`config.mk`:
```
export PLATFORM = sky130hd
export DESIGN_NAME = pp_accumulator
export DESIGN_NICKNAME = d
export VERILOG_FILES = /design/src/rtl/mult_pkg.sv /design/src/rtl/pp_shift_mask.sv /design/src/rtl/pp_accumulator.sv
export SDC_FILE = /design/constraint.sdc
export NUM_CORES = 1
export LEC_CHECK = 0
export BUFFER_PORTS_ARGS = -buffer_cell sky130_fd_sc_hd__buf_2
export CAP_MARGIN = 0
export CORE_ASPECT_RATIO = 1.25
export CORE_MARGIN = 8
export CORE_UTILIZATION = 40
export CTS_BUF_LIST = sky130_fd_sc_hd__clkbuf_4
export DETAILED_ROUTE_END_ITERATION = 6
export GPL_TIMING_DRIVEN = 0
export PLACE_DENSITY = 0.58
export SLEW_MARGIN = 20
export SYNTH_ARGS = -nofsm -noshare
export SYNTH_HDL_FRONTEND = slang
export SYNTH_SLANG_ARGS = --single-unit
```
`constraint.sdc`:
```
create_clock -name clk -period 4.5 [get_ports clk]
set_input_delay 0.225 -clock clk [delete_from_list [all_inputs] [get_ports clk]]
set_output_delay 0.225 -clock clk [all_outputs]
set_load 0.005 [all_outputs]
```
`src/rtl/mult_pkg.sv`:
```
// Shared types and defaults for the approximate-multiplier datapath.
// Holds the partial-product and product widths and the accumulator FSM encoding.
package mult_pkg;

  localparam int unsigned DEF_WIDTH      = 16;
  localparam int unsigned DEF_ROWS       = 16;
  localparam int unsigned DEF_TRUNC_BITS = 8;
  localparam int unsigned PROD_W         = DEF_WIDTH + DEF_ROWS;

  typedef logic [DEF_WIDTH-1:0] pp_t;
  typedef logic [PROD_W-1:0]    prod_t;

  typedef enum logic [1:0] {
    IDLE  = 2'd0,
    ACCUM = 2'd1,
    DONE  = 2'd2
  } acc_state_t;

endpackage

```
`src/rtl/pp_shift_mask.sv`:
```
// Aligns one partial-product row to its weight 2^cnt in the product word.
// Compile option APPROX_TRUNC_EN: zero the low TRUNC_BITS of every aligned row
// (lower-part truncation), so the low product bits are never accumulated.
module pp_shift_mask
  import mult_pkg::*;
#(
  parameter int unsigned WIDTH      = DEF_WIDTH,
  parameter int unsigned ROWS       = DEF_ROWS,
  parameter int unsigned TRUNC_BITS = DEF_TRUNC_BITS
) (
  input  logic [WIDTH-1:0]         i_pp,
  input  logic [$clog2(ROWS)-1:0]  i_cnt,
  output logic [WIDTH+ROWS-1:0]    o_row
);

  localparam int unsigned PW = WIDTH + ROWS;

  // Truncating every product bit would leave nothing to accumulate.
  if (TRUNC_BITS > PW - 1) begin : g_trunc_range
    $error("pp_shift_mask: TRUNC_BITS must lie in 0..WIDTH+ROWS-1");
  end

  logic [PW-1:0] w_shifted;

  assign w_shifted = {{ROWS{1'b0}}, i_pp} << i_cnt;

`ifdef APPROX_TRUNC_EN
  // Constant mask: the zeroed low bits let synthesis drop that adder slice.
  localparam logic [PW-1:0] TRUNC_MASK = ~((PW'(1) << TRUNC_BITS) - PW'(1));

  assign o_row = w_shifted & TRUNC_MASK;
`else
  assign o_row = w_shifted;
`endif

endmodule

```
`src/rtl/pp_accumulator.sv`:
```
// Partial-product accumulator: takes ROWS rows in order, shift-adds row k at
// weight 2^k into a WIDTH+ROWS-bit sum and offers the product on a
// valid/ready handshake. Compile option APPROX_TRUNC_EN enables lower-part
// truncation inside pp_shift_mask.
module pp_accumulator
  import mult_pkg::*;
#(
  parameter int unsigned WIDTH      = DEF_WIDTH,
  parameter int unsigned ROWS       = DEF_ROWS,
  parameter int unsigned TRUNC_BITS = DEF_TRUNC_BITS
) (
  input  logic                      clk,
  input  logic                      rst,
  input  logic [WIDTH-1:0]          pp_in,
  input  logic                      pp_valid,
  output logic                      pp_ready,
  output logic [$clog2(ROWS)-1:0]   row_idx,
  output logic [WIDTH+ROWS-1:0]     prod,
  output logic                      prod_valid,
  input  logic                      prod_ready
);

  localparam int unsigned        PW       = WIDTH + ROWS;
  localparam int unsigned        CNT_W    = $clog2(ROWS);
  localparam logic [CNT_W-1:0]   LAST_ROW = CNT_W'(ROWS - 1);

  acc_state_t       r_state;
  acc_state_t       w_next;
  logic [CNT_W-1:0] r_cnt;
  logic [PW-1:0]    r_acc;
  logic [PW-1:0]    w_row;
  logic             w_xfer;
  logic             w_last;

  assign w_xfer = pp_valid && pp_ready;
  assign w_last = (r_cnt == LAST_ROW);

  pp_shift_mask #(
    .WIDTH      (WIDTH),
    .ROWS       (ROWS),
    .TRUNC_BITS (TRUNC_BITS)
  ) u_shift_mask (
    .i_pp  (pp_in),
    .i_cnt (r_cnt),
    .o_row (w_row)
  );

  // State register.
  // NOTE: clocked state uses non-blocking (<=) so every flop samples pre-edge values.
  always_ff @(posedge clk) begin
    if (rst) r_state <= IDLE;
    else     r_state <= w_next;
  end

  // Next-state logic: row 0 leaves IDLE, the last row enters DONE, prod_ready releases DONE.
  always_comb begin
    // NOTE: default assignment first, so no path leaves w_next unassigned (no latch).
    w_next = r_state;
    case (r_state)
      IDLE:    if (w_xfer) w_next = w_last ? DONE : ACCUM;
      ACCUM:   if (w_xfer && w_last) w_next = DONE;
      DONE:    if (prod_ready) w_next = IDLE;
      default: w_next = IDLE;
    endcase
  end

  // Output decode: rows are taken outside DONE, the product is offered only in DONE; both quiet in reset.
  always_comb begin
    pp_ready   = 1'b0;
    prod_valid = 1'b0;
    case (r_state)
      IDLE, ACCUM: pp_ready   = !rst;
      DONE:        prod_valid = !rst;
      default:     ;
    endcase
  end

  // Accumulator and row counter: add on each transfer, hold in DONE, clear on handshake.
  always_ff @(posedge clk) begin
    if (rst) begin
      r_acc <= '0;
      r_cnt <= '0;
    end else if (r_state == DONE) begin
      if (prod_ready) begin
        r_acc <= '0;
        r_cnt <= '0;
      end
    end else if (w_xfer) begin
      // Counter parks on the last row; only the DONE->IDLE handshake rewinds it.
      r_acc <= r_acc + w_row;
      if (!w_last) r_cnt <= r_cnt + 1'b1;
    end
  end

  assign row_idx = r_cnt;
  assign prod    = r_acc;

endmodule

```
* Word-level counts from Yosys, hierarchy flattened
Cells that the tools add are included.
** Storage, ports and cells
- Word-level logic and storage cells :: 36
- Output and inout port bits :: 38
- Input bits :: 20
- Register bits :: 38
** Cells by class
- Equality and inequality tests :: 7
- Reduce and logical (&&, ||, !) cells :: 9
- Mux-type cells :: 14
- $add $sub $neg :: 2
- Shifts and indexed selects :: 1
** Operators by type and width (number)
- $mux W32 :: 3
- $add A32 B32 Y32 :: 1
- $shl A16 B4 Y32 :: 1
- $mux W4 :: 4
- $mux W2 :: 4
- $ne A2 B2 Y1 const B :: 3
- $pmux W2 S3 :: 1
- $reduce_and A3 Y1 :: 2
- $add A4 B1 Y4 const B :: 1
- $eq A4 B4 Y1 const B :: 1
- $eq A2 B1 Y1 const B :: 1
- $eq A2 B2 Y1 const B :: 1
- $logic_and A1 B1 Y1 :: 2
- $logic_not A2 Y1 :: 1
- $mux W1 :: 2
- $ne A2 B1 Y1 const B :: 1
- $reduce_and A2 Y1 :: 1
- $reduce_bool A2 Y1 :: 1
- $reduce_or A2 Y1 :: 1
- $logic_not A1 Y1 :: 1

* Depth between registers and ports, before layout
- Depth after elaboration :: 7
- Gate-level depth with buffers :: 18
- Gate-level depth less buffers :: 16

* Hierarchy
A second synthesis with hierarchy kept.
** Second synthesis, totals
- Cells, all modules :: 513
- Area, all modules :: 4001.3 um^2
** By module, submodules not included
- pp_accumulator :: instances 1, cells each 388, sequential area each 760.7 um^2, area an instance 3114.2 um^2
- pp_shift_mask :: instances 1, cells each 125, sequential area each 0.0 um^2, area an instance 887.1 um^2

* Least setup slack after synthesis
No wires, ideal clock.
- Path type :: register to register
- From :: register r_cnt[1], in the netlist row_idx[1]
- To :: register r_acc[30], in the netlist prod[30]
- Setup time :: 0.130 ns
- Arrival time :: 3.499 ns
- Stages on the path, launching flop included :: 16
- Buffers on the path :: 3
- Setup slack :: 0.870 ns
- Data required time :: 4.370 ns
- Period minus slack after synthesis :: 3.630 ns
- Cell sequence :: dfxtp_1 -> clkbuf_1 -> buf_2 -> clkbuf_1 -> mux4_2 -> o21ai_0 -> nor2_1 -> ha_1 -> and4_4 -> nand3_1 -> a21o_1 -> a311oi_2 -> o21ai_1 -> or3_1 -> a21oi_1 -> o22ai_1
** On the way
- Word-level cells in the longest chain between the ends :: 4
** RTL lines
- from (decl) :: RTL line pp_accumulator.sv:29 : logic [CNT_W-1:0] r_cnt;
- from (signal assigned) :: RTL line pp_accumulator.sv:91 : if (!w_last) r_cnt <= r_cnt + 1'b1;
- $shl A16 B4 Y32 :: RTL line pp_shift_mask.sv:25 : assign w_shifted = {{ROWS{1'b0}}, i_pp} << i_cnt;
- $add A32 B32 Y32 :: RTL line pp_accumulator.sv:90 : r_acc <= r_acc + w_row;
- $mux W32 :: RTL line pp_accumulator.sv:88 : end else if (w_xfer) begin
- $mux W32 :: RTL line pp_accumulator.sv:83 : end else if (r_state == DONE) begin
- to (signal assigned) :: RTL line pp_accumulator.sv:90
- to (decl) :: RTL line pp_accumulator.sv:30 : logic [PW-1:0] r_acc;
Every way passes these cells. The select of a mux whose other input is x is not followed.
A chain may end at the register's enable or synchronous reset.

* Worst setup path after layout
- From :: register r_cnt[1], in the netlist row_idx[1]
- To :: register r_acc[28], in the netlist prod[28]
Same word-level chain as after synthesis.

==> insert_results.sql <==
INSERT INTO impl_metrics (metric_group, metric, value, unit) VALUES
('cells_and_area', 'final_core_utilization', '45.7', '%'),
('die', 'die_area', '13000', 'sq um'),
('yosys', 'synth.most_common_cell', 'sky130_fd_sc_hd__nor2_1', ''),
('route', 'detail_route.vias_per_cell', '5.63', ''),
('yosys', 'warning_count_from_the_yosys_run', '0', ''),
('clocking', 'cts-resized-gates', '0', ''),
('cells_and_area', 'synth_to_layout_area_growth', '13.0', '%'),
('clocking', 'ctsHtreeMaxLevel', '2', ''),
('yosys', 'synth.area.top_cells', 'sky130_fd_sc_hd__dfxtp_1 (20%), sky130_fd_sc_hd__ha_1 (10%), sky130_fd_sc_hd__a21oi_1 (7.3%)', ''),
('grt', 'maximum_number_of_pins_on_one_net_before_global_route_repair', '12', ''),
('setup_path', 'worst-path-max-fanout', '10', ''),
('yosys', 'synth-main-ff-cell', 'sky130_fd_sc_hd__dfxtp_1', ''),
('yosys', 'synth_enable_flop_cells', '0', ''),
('clocking', 'tritoncts_clock_tree', 'built', ''),
('clocking', 'cts_setup_buffers', '0', ''),
('die', 'fp.dieH', '126', 'um'),
('setup_path', 'startpoint_type', 'flop', ''),
('power_and_ir_drop', 'static-leakage-power', '1.79', 'nW'),
('route', 'route.detailed.drc', '0', ''),
('placed_design', 'pre_cts_slack', '147', 'ps'),
('grt', 'globalRouteOverflowTotal', '0', ''),
('timing', 'finalMaxSlewViolations', '0', ''),
('outcome', 'status', 'finished clean', ''),
('route', 'met2_length', '6110', 'um'),
('die', 'effective_utilization_at_floorplan', '40.4', '%'),
('route', 'postRouteWirelength', '12000', 'um'),
('die', 'die_x', '104', 'um'),
('timing', 'final_setup_vio_count', '0', ''),
('grt', 'grt_first_pass_wirelength', '19300', 'um'),
('clocking', 'tritoncts.num_buffers', '5', ''),
('timing', 'worst_slack', '423', 'ps'),
('yosys', 'synthDominantCellAreaShare', '19.8', '%'),
('route', 'routed.top_layer', 'met4', ''),
('route', 'via_count', '4035', ''),
('setup_path', 'critical_path_class', 'flop to flop', ''),
('yosys', 'syn_inst', '526', ''),
('cells_and_area', 'layout-drive-gt1-share', '16.8', '%'),
('yosys', 'synth_fp_nets', '579', ''),
('die', 'rows', '40', ''),
('timing', 'actual_slew_at_the_worst_max_slew_pin', '628', 'ps'),
('placed_design', 'gpl.final_weighted_congestion', '0.915', ''),
('yosys', 'synth.distinct_cells', '56', ''),
('yosys', 'yosysSeqAreaShare', '19.8', '%'),
('placed_design', 'place.detailed.hpwl', '9850', 'um'),
('grt', 'grt.total_usage', '17.9', '%'),
('yosys', 'synth_largest_area_cell', 'sky130_fd_sc_hd__dfxtp_1', ''),
('route', 'drt_first_pass_iters', '4', ''),
('route', 'detail_route.wl_per_cell', '16.7', 'um'),
('timing', 'fmax', '245', 'MHz'),
('cells_and_area', 'final_cells', '717', ''),
('timing', 'fin_worst_skew', '5.09', 'ps'),
('power_and_ir_drop', 'ir_drop', '0.114', 'mV'),
('route', 'postRouteAntennaNets', '0', ''),
('clocking', 'cts_hold_buf', '0', ''),
('placed_design', 'port-buffer-count', '57', ''),
('clocking', 'clk_pin_slew_worst_paths', '120', 'ps'),
('yosys', 'post_synth_most_frequent_cells', 'sky130_fd_sc_hd__nor2_1 (65), sky130_fd_sc_hd__nand2_1 (59), sky130_fd_sc_hd__a21oi_1 (56), sky130_fd_sc_hd__dfxtp_1 (38), sky130_fd_sc_hd__o21ai_0 (36)', ''),
('yosys', 'synth_seq_cells', '38', ''),
('route', 'wl_met1', '4980', 'um'),
('grt', 'grt_pass1_vias', '4047', ''),
('timing', 'min_period', '4080', 'ps'),
('grt', 'initial_antenna_violation_count', '0', ''),
('timing', 'setup_repair_after_global_routing_missed_its_margin', 'no', ''),
('clocking', 'insertion_delay', '370', 'ps'),
('clocking', 'clockBufferDepth', '2', ''),
('job', 'maxCapViolCount', '0', ''),
('power_and_ir_drop', 'totalPowerFinal', '898', 'uW'),
('timing', 'final.setup.tns', '0', 'ps'),
('timing', 'final_hold_violation_count', '0', ''),
('power_and_ir_drop', 'powerDensity', '207', 'nW/um^2'),
('setup_path', 'critical_path.endpoint_type', 'flop', '');
[cells by family (layout without fill, tap and decap cells)]
kind of cell / after synthesis / after routing / synth area share (%)
flops: 38 / 38 / 19.8
xor+xnor: 26 / 26 / 5.92
simple gates: 194 / 194 / 23.0
mux: 26 / 26 / 8.65
buf+inv: 42 / 107 / 4.29
fa+ha+maj: 33 / 33 / 10.9
compound gates: 167 / 167 / 27.4
[cell type report]
class	count	area, sq um
Clock inverter	2	8.76
Sequential cell	38	761
Inverter	12	45.0
Fill cell	1004	5160
Timing Repair Buffer	57	285
Clock buffer	6	45.0
Tap cell	126	158
Multi-Input combinational cell	446	2920
Buffer	30	125
[state kept, by name, indices dropped and copies added (netlist names)]
register	count
r_state	2
row_idx	4
prod	32
[path summary, 6_finish.rpt]
path	from	endpoint	slack, ps	cells after the start
setup / recovery	row_idx[1]	prod[28]	420	16
hold / removal	prod_ready	r_state[1]	120	3
setup reg to reg	row_idx[1]	prod[28]	420	16
hold reg to reg	prod[28]	prod[28]	470	2
[critical path, cell delays in order, from the launching register on]
cell,delay (ps)
sky130_fd_sc_hd__dfxtp_1,380
sky130_fd_sc_hd__clkbuf_2,220
sky130_fd_sc_hd__buf_2,270
sky130_fd_sc_hd__clkbuf_2,290
sky130_fd_sc_hd__a211oi_1,110
sky130_fd_sc_hd__a21oi_1,190
sky130_fd_sc_hd__mux2i_1,160
sky130_fd_sc_hd__o22ai_1,280
sky130_fd_sc_hd__ha_1,340
sky130_fd_sc_hd__a21oi_1,130
sky130_fd_sc_hd__o21ai_0,150
sky130_fd_sc_hd__and2_1,220
sky130_fd_sc_hd__o41ai_2,420
sky130_fd_sc_hd__o31ai_2,190
sky130_fd_sc_hd__a31oi_1,370
sky130_fd_sc_hd__xor2_1,180
sky130_fd_sc_hd__o21ai_1,60
[layer usage]
metal | up-vias | GRT usage (%)
met4 | 0 | 9.05
met1 | 1869 | 19.8
met5 | - | 0
li1 | 2045 | -
met2 | 92 | 32.3
met3 | 29 | 2.91
[power breakdown]
group / internal (mW) / switching, mW
Clock: 0.0648 / 0.123
Sequential: 0.354 / 0.0149
Combinational: 0.142 / 0.200
[placed cells by master, fill, tap and decap left out, types with 8 or more instances in the layout]
| master | count |
|---|---|
| sky130_fd_sc_hd__mux2i_1 | 13 |
| sky130_fd_sc_hd__xor2_1 | 10 |
| sky130_fd_sc_hd__o21ai_0 | 36 |
| sky130_fd_sc_hd__nor2b_1 | 11 |
| sky130_fd_sc_hd__mux2_2 | 8 |
| sky130_fd_sc_hd__ha_1 | 32 |
| sky130_fd_sc_hd__o21a_1 | 9 |
| sky130_fd_sc_hd__nand2_1 | 59 |
| sky130_fd_sc_hd__nor3_1 | 12 |
| sky130_fd_sc_hd__xnor2_1 | 16 |
| sky130_fd_sc_hd__nand3_1 | 11 |
| sky130_fd_sc_hd__nand4_1 | 9 |
| sky130_fd_sc_hd__a21oi_1 | 56 |
| sky130_fd_sc_hd__dfxtp_1 | 38 |
| sky130_fd_sc_hd__a22oi_1 | 12 |
| sky130_fd_sc_hd__buf_2 | 62 |
| sky130_fd_sc_hd__nor2_1 | 65 |
| sky130_fd_sc_hd__inv_1 | 12 |
| sky130_fd_sc_hd__clkbuf_1 | 18 |
[through the flow]
stage          instance area, sq um  hold slack [ps]
6_report                       4350              120
5_1_grt                        4350              117
4_1_cts                        4340              105
3_5_place_dp                   4290              463
3_3_place_gp                   4290              454
2_1_floorplan                  3850              380
(Power assumes the default switching activity.)
